`src/rtl/hs_buffer_fifo.sv`:
```
`default_nettype none
// +--------------------------------------------------------------------+
// | hs_buffer_fifo: DEPTH-entry first-word-fall-through valid/ready     |
// | buffer with occupancy output and optional zero-beat discard.        |
// | Revision: 1.0                                                       |
// +--------------------------------------------------------------------+
module hs_buffer_fifo #(
    parameter int DATA_W    = 32,
    parameter int DEPTH     = 4,
    parameter int ADDR_W    = 2,
    parameter int DROP_ZERO = 0
) (
    input  logic              clk,
    input  logic              reset,
    input  logic              s_valid,
    output logic              s_ready,
    input  logic [DATA_W-1:0] s_data,
    output logic              m_valid,
    input  logic              m_ready,
    output logic [DATA_W-1:0] m_data,
    output logic [ADDR_W:0]   level,
    output logic [15:0]       drop_cnt
);

    localparam logic [ADDR_W:0] FULL_LEVEL = (ADDR_W + 1)'(DEPTH);
    localparam logic [ADDR_W:0] LEVEL_ONE  = (ADDR_W + 1)'(1);
    localparam logic [15:0]     DROP_MAX   = 16'hFFFF;
    localparam bit              DROP_EN    = (DROP_ZERO != 0);

    logic [DATA_W-1:0] mem_q [DEPTH];
    logic [ADDR_W-1:0] rd_ptr_q, rd_ptr_d;
    logic [ADDR_W-1:0] wr_ptr_q, wr_ptr_d;
    logic [ADDR_W:0]   level_q, level_d;
    logic [15:0]       drop_cnt_q, drop_cnt_d;

    logic full;
    logic empty;
    logic push;
    logic drop;
    logic push_eff;
    logic pop;

    assign full     = (level_q == FULL_LEVEL);
    assign empty    = (level_q == '0);
    assign s_ready  = !full && !reset;
    assign m_valid  = !empty;
    assign m_data   = m_valid ? mem_q[rd_ptr_q] : '0;
    assign level    = level_q;
    assign drop_cnt = drop_cnt_q;

    // A dropped zero beat still completes the handshake; it just never lands in memory.
    assign push     = s_valid && s_ready;
    assign drop     = push && DROP_EN && (s_data == '0);
    assign push_eff = push && !drop;
    assign pop      = m_valid && m_ready;

    always_comb begin
        rd_ptr_d   = rd_ptr_q;
        wr_ptr_d   = wr_ptr_q;
        level_d    = level_q;
        drop_cnt_d = drop_cnt_q;

        if (push_eff) begin
            wr_ptr_d = wr_ptr_q + 1'b1;
        end
        if (pop) begin
            rd_ptr_d = rd_ptr_q + 1'b1;
        end
        if (push_eff && !pop) begin
            level_d = level_q + LEVEL_ONE;
        end else if (pop && !push_eff) begin
            level_d = level_q - LEVEL_ONE;
        end
        if (drop && (drop_cnt_q != DROP_MAX)) begin
            drop_cnt_d = drop_cnt_q + 16'd1;
        end
    end

    always_ff @(posedge clk) begin
        if (reset) begin
            rd_ptr_q   <= '0;
            wr_ptr_q   <= '0;
            level_q    <= '0;
            drop_cnt_q <= '0;
        end else begin
            rd_ptr_q   <= rd_ptr_d;
            wr_ptr_q   <= wr_ptr_d;
            level_q    <= level_d;
            drop_cnt_q <= drop_cnt_d;
        end
    end

    // Storage is not reset; stale contents are unreachable once the pointers clear.
    always_ff @(posedge clk) begin
        if (push_eff) begin
            mem_q[wr_ptr_q] <= s_data;
        end
    end

endmodule
`default_nettype wire

```
`config.mk`:
```
export PLATFORM = sky130hd
export DESIGN_NAME = hs_buffer_fifo
export DESIGN_NICKNAME = d
export VERILOG_FILES = /design/src/rtl/hs_buffer_fifo.sv
export SDC_FILE = /design/constraint.sdc
export NUM_CORES = 1
export LEC_CHECK = 0
export ABC_CLOCK_PERIOD_IN_PS = 4560
export BUFFER_PORTS_ARGS = -buffer_cell sky130_fd_sc_hd__buf_2
export CORE_MARGIN = 5
export CORE_UTILIZATION = 60
export CTS_CLUSTER_SIZE = 28
export DETAILED_ROUTE_END_ITERATION = 12
export GPL_ROUTABILITY_DRIVEN = 0
export PLACE_DENSITY = 0.84
export SKIP_LAST_GASP = 1
export SYNTH_ARGS = -nofsm -noshare
export SYNTH_HDL_FRONTEND = slang
export SYNTH_SLANG_ARGS = --single-unit
```
`constraint.sdc`:
```
create_clock -name clk -period 4.56 [get_ports clk]
set_clock_uncertainty 0.05 [all_clocks]
set_input_delay 0.456 -clock clk [delete_from_list [all_inputs] [get_ports clk]]
set_output_delay 0.456 -clock clk [all_outputs]
set_load 0.05 [all_outputs]
```
==> flow_metrics.py, run 1 <==
metrics = {
    "detailed_routing": {
        "avgViaCountPerCell": 5.59,
        "wirelength_um": 9470,
        "vias": 2622,
        "first_pass_iters": 4,
        "drc_errors": 0,
        "ant_nets": 0,
        "drtIter0Drc": 126,
        "post_drt_wl_per_cell_um": 20.2,
    },
    "critical_path": {
        "worstSetupEndpoint": "m_data[9]",
        "cp-start-kind": "flip-flop",
        "rrSetupSlack_ps": 2160,
        "cp-end-kind": "output pin",
        "reg2reg_depth": 8,
        "rr_startpoint": "level[0]",
        "criticalPathCategory": "flip-flop to output pin",
        "cp.required_ps": 4050,
        "r2r-end": "level[2]",
        "crit_fanout": 19,
        "cp_data_arrival_time_ps": 2580,
    },
    "hold_path": {
        "hp-class": "input port to flip-flop",
    },
    "clocking": {
        "path_clk_slew_ps": 60,
        "insertion_delay_ps": 510,
        "cts_buffers": 17,
        "post_cts_resized": 0,
        "ctsHtreeMaxLevel": 4,
        "postCtsSetupBuffers": 0,
        "cts.sinks": 137,
        "clockBufferDepth": 2,
        "root_buffer": "clkbuf_8",
        "hold_buffers": 0,
        "cts_tree": "yes",
    },
    "grt": {
        "overflow": 0,
        "grt_usage": 0.181,
        "grt_pass1_vias": 2836,
        "grt_first_pass_wirelength_um": 14900,
        "antenna_found_initial": 1,
        "grt_max_degree": 36,
    },
    "synth": {
        "syn_inst": 267,
        "avgSynthCellArea_um2": 20.4,
        "synth_compound_area_frac": 0.00506,
        "yosysSeqAreaShare": 0.740,
        "muxShareOfSynthArea": 0.138,
        "yosysWarningCount": 0,
        "synth_seq_cells": 137,
        "synthSimpleGateAreaFrac": 0.0573,
        "synth_area_mm2": 0.00544,
        "synth_xor_area_frac": 0.00483,
        "synthAdderAreaFrac": 0.0152,
        "synth_top_family_by_area": "multiplexers",
        "synth_cell_types": 26,
    },
    "placement": {
        "placed_cell_area_mm2": 0.00582,
        "pre_cts_ws_ps": 1940,
        "port_buffers": 72,
        "dp_hpwl_um": 5660,
    },
    "final_layout": {
        "final_nets": 390,
        "ff_latch_area_mm2": 0.00403,
        "antenna_cells": 0,
        "drive_gt1_frac": 0.404,
        "stdcell_area_mm2": 0.00641,
        "multi_input_area_mm2": 0.00127,
        "syn2layout_area_growth_pct": 18.0,
        "fillers": 531,
    },
    "floorplan": {
        "row_count": 34,
        "start_util": 0.621,
        "die_w_um": 105,
        "fp.dieArea_mm2": 0.0111,
        "io_pins": 89,
        "core_region_area_mm2": 0.00876,
        "die_height_um": 105,
    },
    "power": {
        "irDropWorstVdd_v": 0.000430,
        "power.leakage_nw": 2.27,
        "p_per_area_mw_per_mm2": 666,
    },
    "sta": {
        "slew_headroom": 0.404,
        "setup_tns_ps": 0,
        "rsz0062_at_grt": "false",
        "fmax_mhz": 324,
        "worst_pin_slew_ps": 894,
        "period_needed_ps": 3090,
        "hold_violations": 0,
        "finalMaxSlewViolations": 0,
        "finalCritPeriodShare": 0.677,
        "setup_ws_ps": 1470,
        "setup_viol": 0,
    },
    "run": {
        "max_cap_viol_count": 0,
    },
    "run_status": {
        "outcome": "completed",
    },
}
==> through the flow <==
step,hold WS [ps],power [mW],instances,util
2_1_floorplan,409,2.71,282,-
3_3_place_gp,410,2.95,437,0.664
3_5_place_dp,444,2.98,437,0.664
4_1_cts,87.3,4.31,469,0.732
5_1_grt,85.1,4.46,469,0.732
6_report,110,4.27,469,0.732
==> worst min-delay path by stage <==
stage | endpoint | slack (ps) | cells past startpoint | from
after global placement | flip-flop | 410 | 2 | rd_ptr_q[1]
after floorplan | flip-flop | 410 | 2 | rd_ptr_q[1]
after detailed placement | flip-flop | 440 | 2 | rd_ptr_q[1]
after global routing | mem_q[0][28] | 90 | 1 | s_data[28]
final | mem_q[0][27] | 110 | 1 | s_data[27]
after CTS | mem_q[0][26] | 90 | 1 | s_data[26]
==> cells by family (layout without fill, tap and decap cells) <==
kind of cell,after synthesis,count (layout)
xor gates and xnor gates,3,3
other,1,16
AOI/OAI and AO/OA,5,5
muxes,35,35
buffers and inverters,31,110
DFF,137,137
adders and majority gates,6,6
and+or+nand+nor,49,49
==> per-layer routing <==
metal	vias up	wire length [um]	GRT usage
met2	96	4980	0.295
met3	16	621	0.0567
met4	2	147	0.0703
li1	1177	-	-
met1	1331	3710	0.229
met5	-	7	0
==> critical path, stage by stage, from the launching register on <==
cell and delay [ps]:
dfxtp_2 630, buf_4 470, mux4_2 560, nor2b_1 170, buf_2 240
==> flip-flops by register name, summed over array words and instances (netlist names), named ones only <==
name and count:
rd_ptr_q 2, level 3, wr_ptr_q 2, mem_q 128
==> cell type report <==
type                    instances  area share
clock inverters                14      0.0271
repair buffers                 74      0.0585
flip-flops and latches        137       0.628
clock buffers                  18      0.0651
well taps                     108      0.0211
inverters                       4     0.00234
multi-input cells             114       0.198
==> synth_stat cells <==
master / number / area share
edfxtp_1: 128 / 0.71
mux4_2: 32 / 0.13
nor2b_1: 32 / 0.037
buf_4: 16 / 0.022
dfxtp_1: 9 / 0.033
nor2_1: 6 / 0.0041
ha_1: 5 / 0.012
and2_1: 4 / 0.0046
buf_6: 4 / 0.0083
clkbuf_1: 4 / 0.0028
inv_1: 4 / 0.0028
buf_2: 3 / 0.0028
xor2_1: 3 / 0.0048
a21oi_1: 2 / 0.0018
mux2i_1: 2 / 0.0037
o21ai_0: 2 / 0.0018
or3_1: 2 / 0.0023
conb_1: 1 / 0.00069
fa_1: 1 / 0.0037
mux2_1: 1 / 0.0021
nand2_1: 1 / 0.00069
nand2b_1: 1 / 0.0012
nor3_2: 1 / 0.0018
nor3b_2: 1 / 0.0023
nor3b_4: 1 / 0.0035
o31ai_1: 1 / 0.0014
==> cell usage in the layout (no fill, tap or decap), drive strengths merged, types with 3 or more instances in the layout <==
master	instances
clkinv	5
inv	6
edfxtp	128
and2	4
conb	16
clkinvlp	4
xor2	3
buf	74
nor2b	32
bufinv	3
dfxtp	9
ha	5
mux4	32
nor2	6
clkbuf	18
==> power by group <==
| part | switching, mW | internal [mW] | total, mW | leakage [nW] |
|---|---|---|---|---|
| Clock | 0.503 | 0.835 | 1.34 | 0.278 |
| Combinational | 0.912 | 0.433 | 1.35 | 0.757 |
| Sequential | 0.0973 | 1.49 | 1.59 | 1.24 |
Power figures use the tool's default switching activity.
==> inputs of run 2 (changes only) <==
ABC_CLOCK_PERIOD_IN_PS = 2600   (was 4560)
CORE_UTILIZATION = 50   (was 60)
PLACE_DENSITY = 0.75   (was 0.84)
clock period = 2.6 ns   (was 4.56 ns; I/O delays follow)
==> run 2 against run 1 <==
  * Global-route usage fell by 2.2 points
  * Utilization fell by 9.6 points
  * Sequential share of layout area fell by 3.8 points
  * Sequential cell count did not move
  * Setup slack got worse by 1300 ps
  * Largest cell class unchanged
==> flow_metrics.py, run 2 (synthesized netlist as in run 1, its figures left out) <==
metrics = {
    "sta": {
        "rsz0062_at_grt": "false",
        "setup_tns_ps": 0,
        "whs_ps": 101,
        "setup_ws_ps": 163,
        "setup_viol": 0,
        "fmax_mhz": 410,
        "finalCritPeriodShare": 0.937,
        "hold_violations": 0,
        "period_needed_ps": 2440,
        "finalMaxSlewViolations": 0,
    },
    "power": {
        "p_int_mw": 4.78,
        "pwr-share-comb": 0.339,
        "p_sw_mw": 2.61,
        "power.leakage_nw": 2.45,
        "power_mw": 7.39,
        "irDropWorstVdd_v": 0.000560,
        "clock_power_share": 0.294,
        "p_per_area_mw_per_mm2": 1080,
        "switching_share": 0.354,
        "sequentialPowerShare": 0.366,
    },
    "placement": {
        "port_buffers": 72,
        "dp_hpwl_um": 5890,
        "dp_cells": 479,
        "pre_cts_ws_ps": 146,
        "placed_cell_area_mm2": 0.00595,
    },
    "critical_path": {
        "cp-end-kind": "flip-flop",
        "path_buf_inv": 1,
        "cp_data_arrival_time_ps": 2820,
        "path_cells": "nor3b_2 -> nor3b_4 -> ha_1 -> inv_1 -> fa_1 -> xor2_1 -> or3_1 -> a21oi_1",
        "max_stage_delay_ps": 520,
        "rrSetupSlack_ps": 160,
        "crit_fanout": 7,
        "cp-start-kind": "flip-flop",
        "cp.required_ps": 2990,
        "criticalPathCategory": "flip-flop to flip-flop",
        "cp_slowest_cell": "dfxtp_1",
        "cpLargestDelayFamily": "simple AND/OR/NAND/NOR gates",
    },
    "detailed_routing": {
        "post_drt_wl_per_cell_um": 17.6,
        "wirelength_um": 9560,
        "ant_nets": 0,
        "drtIter0Drc": 111,
        "avgViaCountPerCell": 4.97,
        "first_pass_iters": 4,
        "vias": 2706,
        "drc_errors": 0,
    },
    "run": {
        "max_cap_viol_count": 0,
    },
    "clocking": {
        "cts.sinks": 137,
        "root_buffer": "clkbuf_8",
        "ctsHtreeMaxLevel": 4,
        "clockBufferDepth": 2,
        "insertion_delay_ps": 510,
        "cts_tree": "yes",
        "path_clk_slew_ps": 60,
        "cts_buffers": 17,
    },
    "final_layout": {
        "mostFrequentLayoutCell": "edfxtp_1",
        "instances_no_fill": 544,
        "syn2layout_area_growth_pct": 25.6,
        "drive_gt1_frac": 0.381,
        "final_cell_mix": "edfxtp_1, buf_2, dlygate4sd3_1",
        "final_core_util": 0.636,
        "stdcell_area_mm2": 0.00683,
        "antenna_cells": 0,
        "largest-register": "mem_q",
        "largest_reg_flops": 128,
        "final_nets": 433,
    },
    "floorplan": {
        "die_height_um": 114,
        "row_count": 38,
        "start_util": 0.506,
        "fp.dieArea_mm2": 0.0131,
        "core_region_area_mm2": 0.0107,
        "io_pins": 89,
        "die_w_um": 114,
    },
    "grt": {
        "antenna_found_initial": 0,
        "grt_pass1_vias": 2964,
        "overflow": 0,
        "grt_usage": 0.160,
        "grt_max_degree": 36,
        "grt_first_pass_wirelength_um": 15300,
    },
    "hold_path": {
        "hp-class": "input port to flip-flop",
    },
    "run_status": {
        "outcome": "completed",
    },
}
==> run 2: cell type report <==
cell class	instances	area (um^2)
sequential	137	4030
fill	781	3920
multi-input combinational	114	1270
timing repair buffer	117	793
clock buffer	17	414
tap	140	175
clock inverter	15	135
inverter	4	15.0
==> run 2: metal layers <==
| layer | up-vias | wire length (um) | track usage |
|---|---|---|---|
| li1 | 1266 | - | - |
| met1 | 1363 | 3790 | 0.184 |
| met2 | 69 | 5230 | 0.281 |
| met3 | 8 | 439 | 0.0391 |
| met4 | 0 | 102 | 0.0736 |
| met5 | - | 0 | 0 |
==> run 2: tightest hold or removal path: cells and delay by family <==
| kind | cells | cell delay (ps) |
|---|---|---|
| compound gates | 1 | 70 |
| simple gates | 2 | 170 |
| buf+inv | 1 | 110 |
==> run 2: what timing repair did <==
action / 4_1_cts / 5_1_grt
endpoints found under the hold margin: 131 / 0
setup buffers: 0 / 0
hold buffers: 33 / 0
resized for setup: 0 / 0
==> run 2: power by group through the flow <==
stage / sequential (mW) / combinational (mW) / clock, mW
after floorplan: 2.76 / 1.98 / 0
after global placement: 2.74 / 2.49 / 0
after detailed placement: 2.75 / 2.51 / 0
after CTS: 2.71 / 2.56 / 2.22
after global routing: 2.72 / 2.68 / 2.34
final: 2.71 / 2.51 / 2.18
==> run 2: path summary, 6_finish.rpt <==
check	from	end	cells after the start
worst max register to register	level[0]	level[2]	8
worst min register to register	rd_ptr_q[1]	flip-flop	2
worst min-delay path	m_ready	flip-flop	4
worst max-delay path	level[0]	level[2]	8
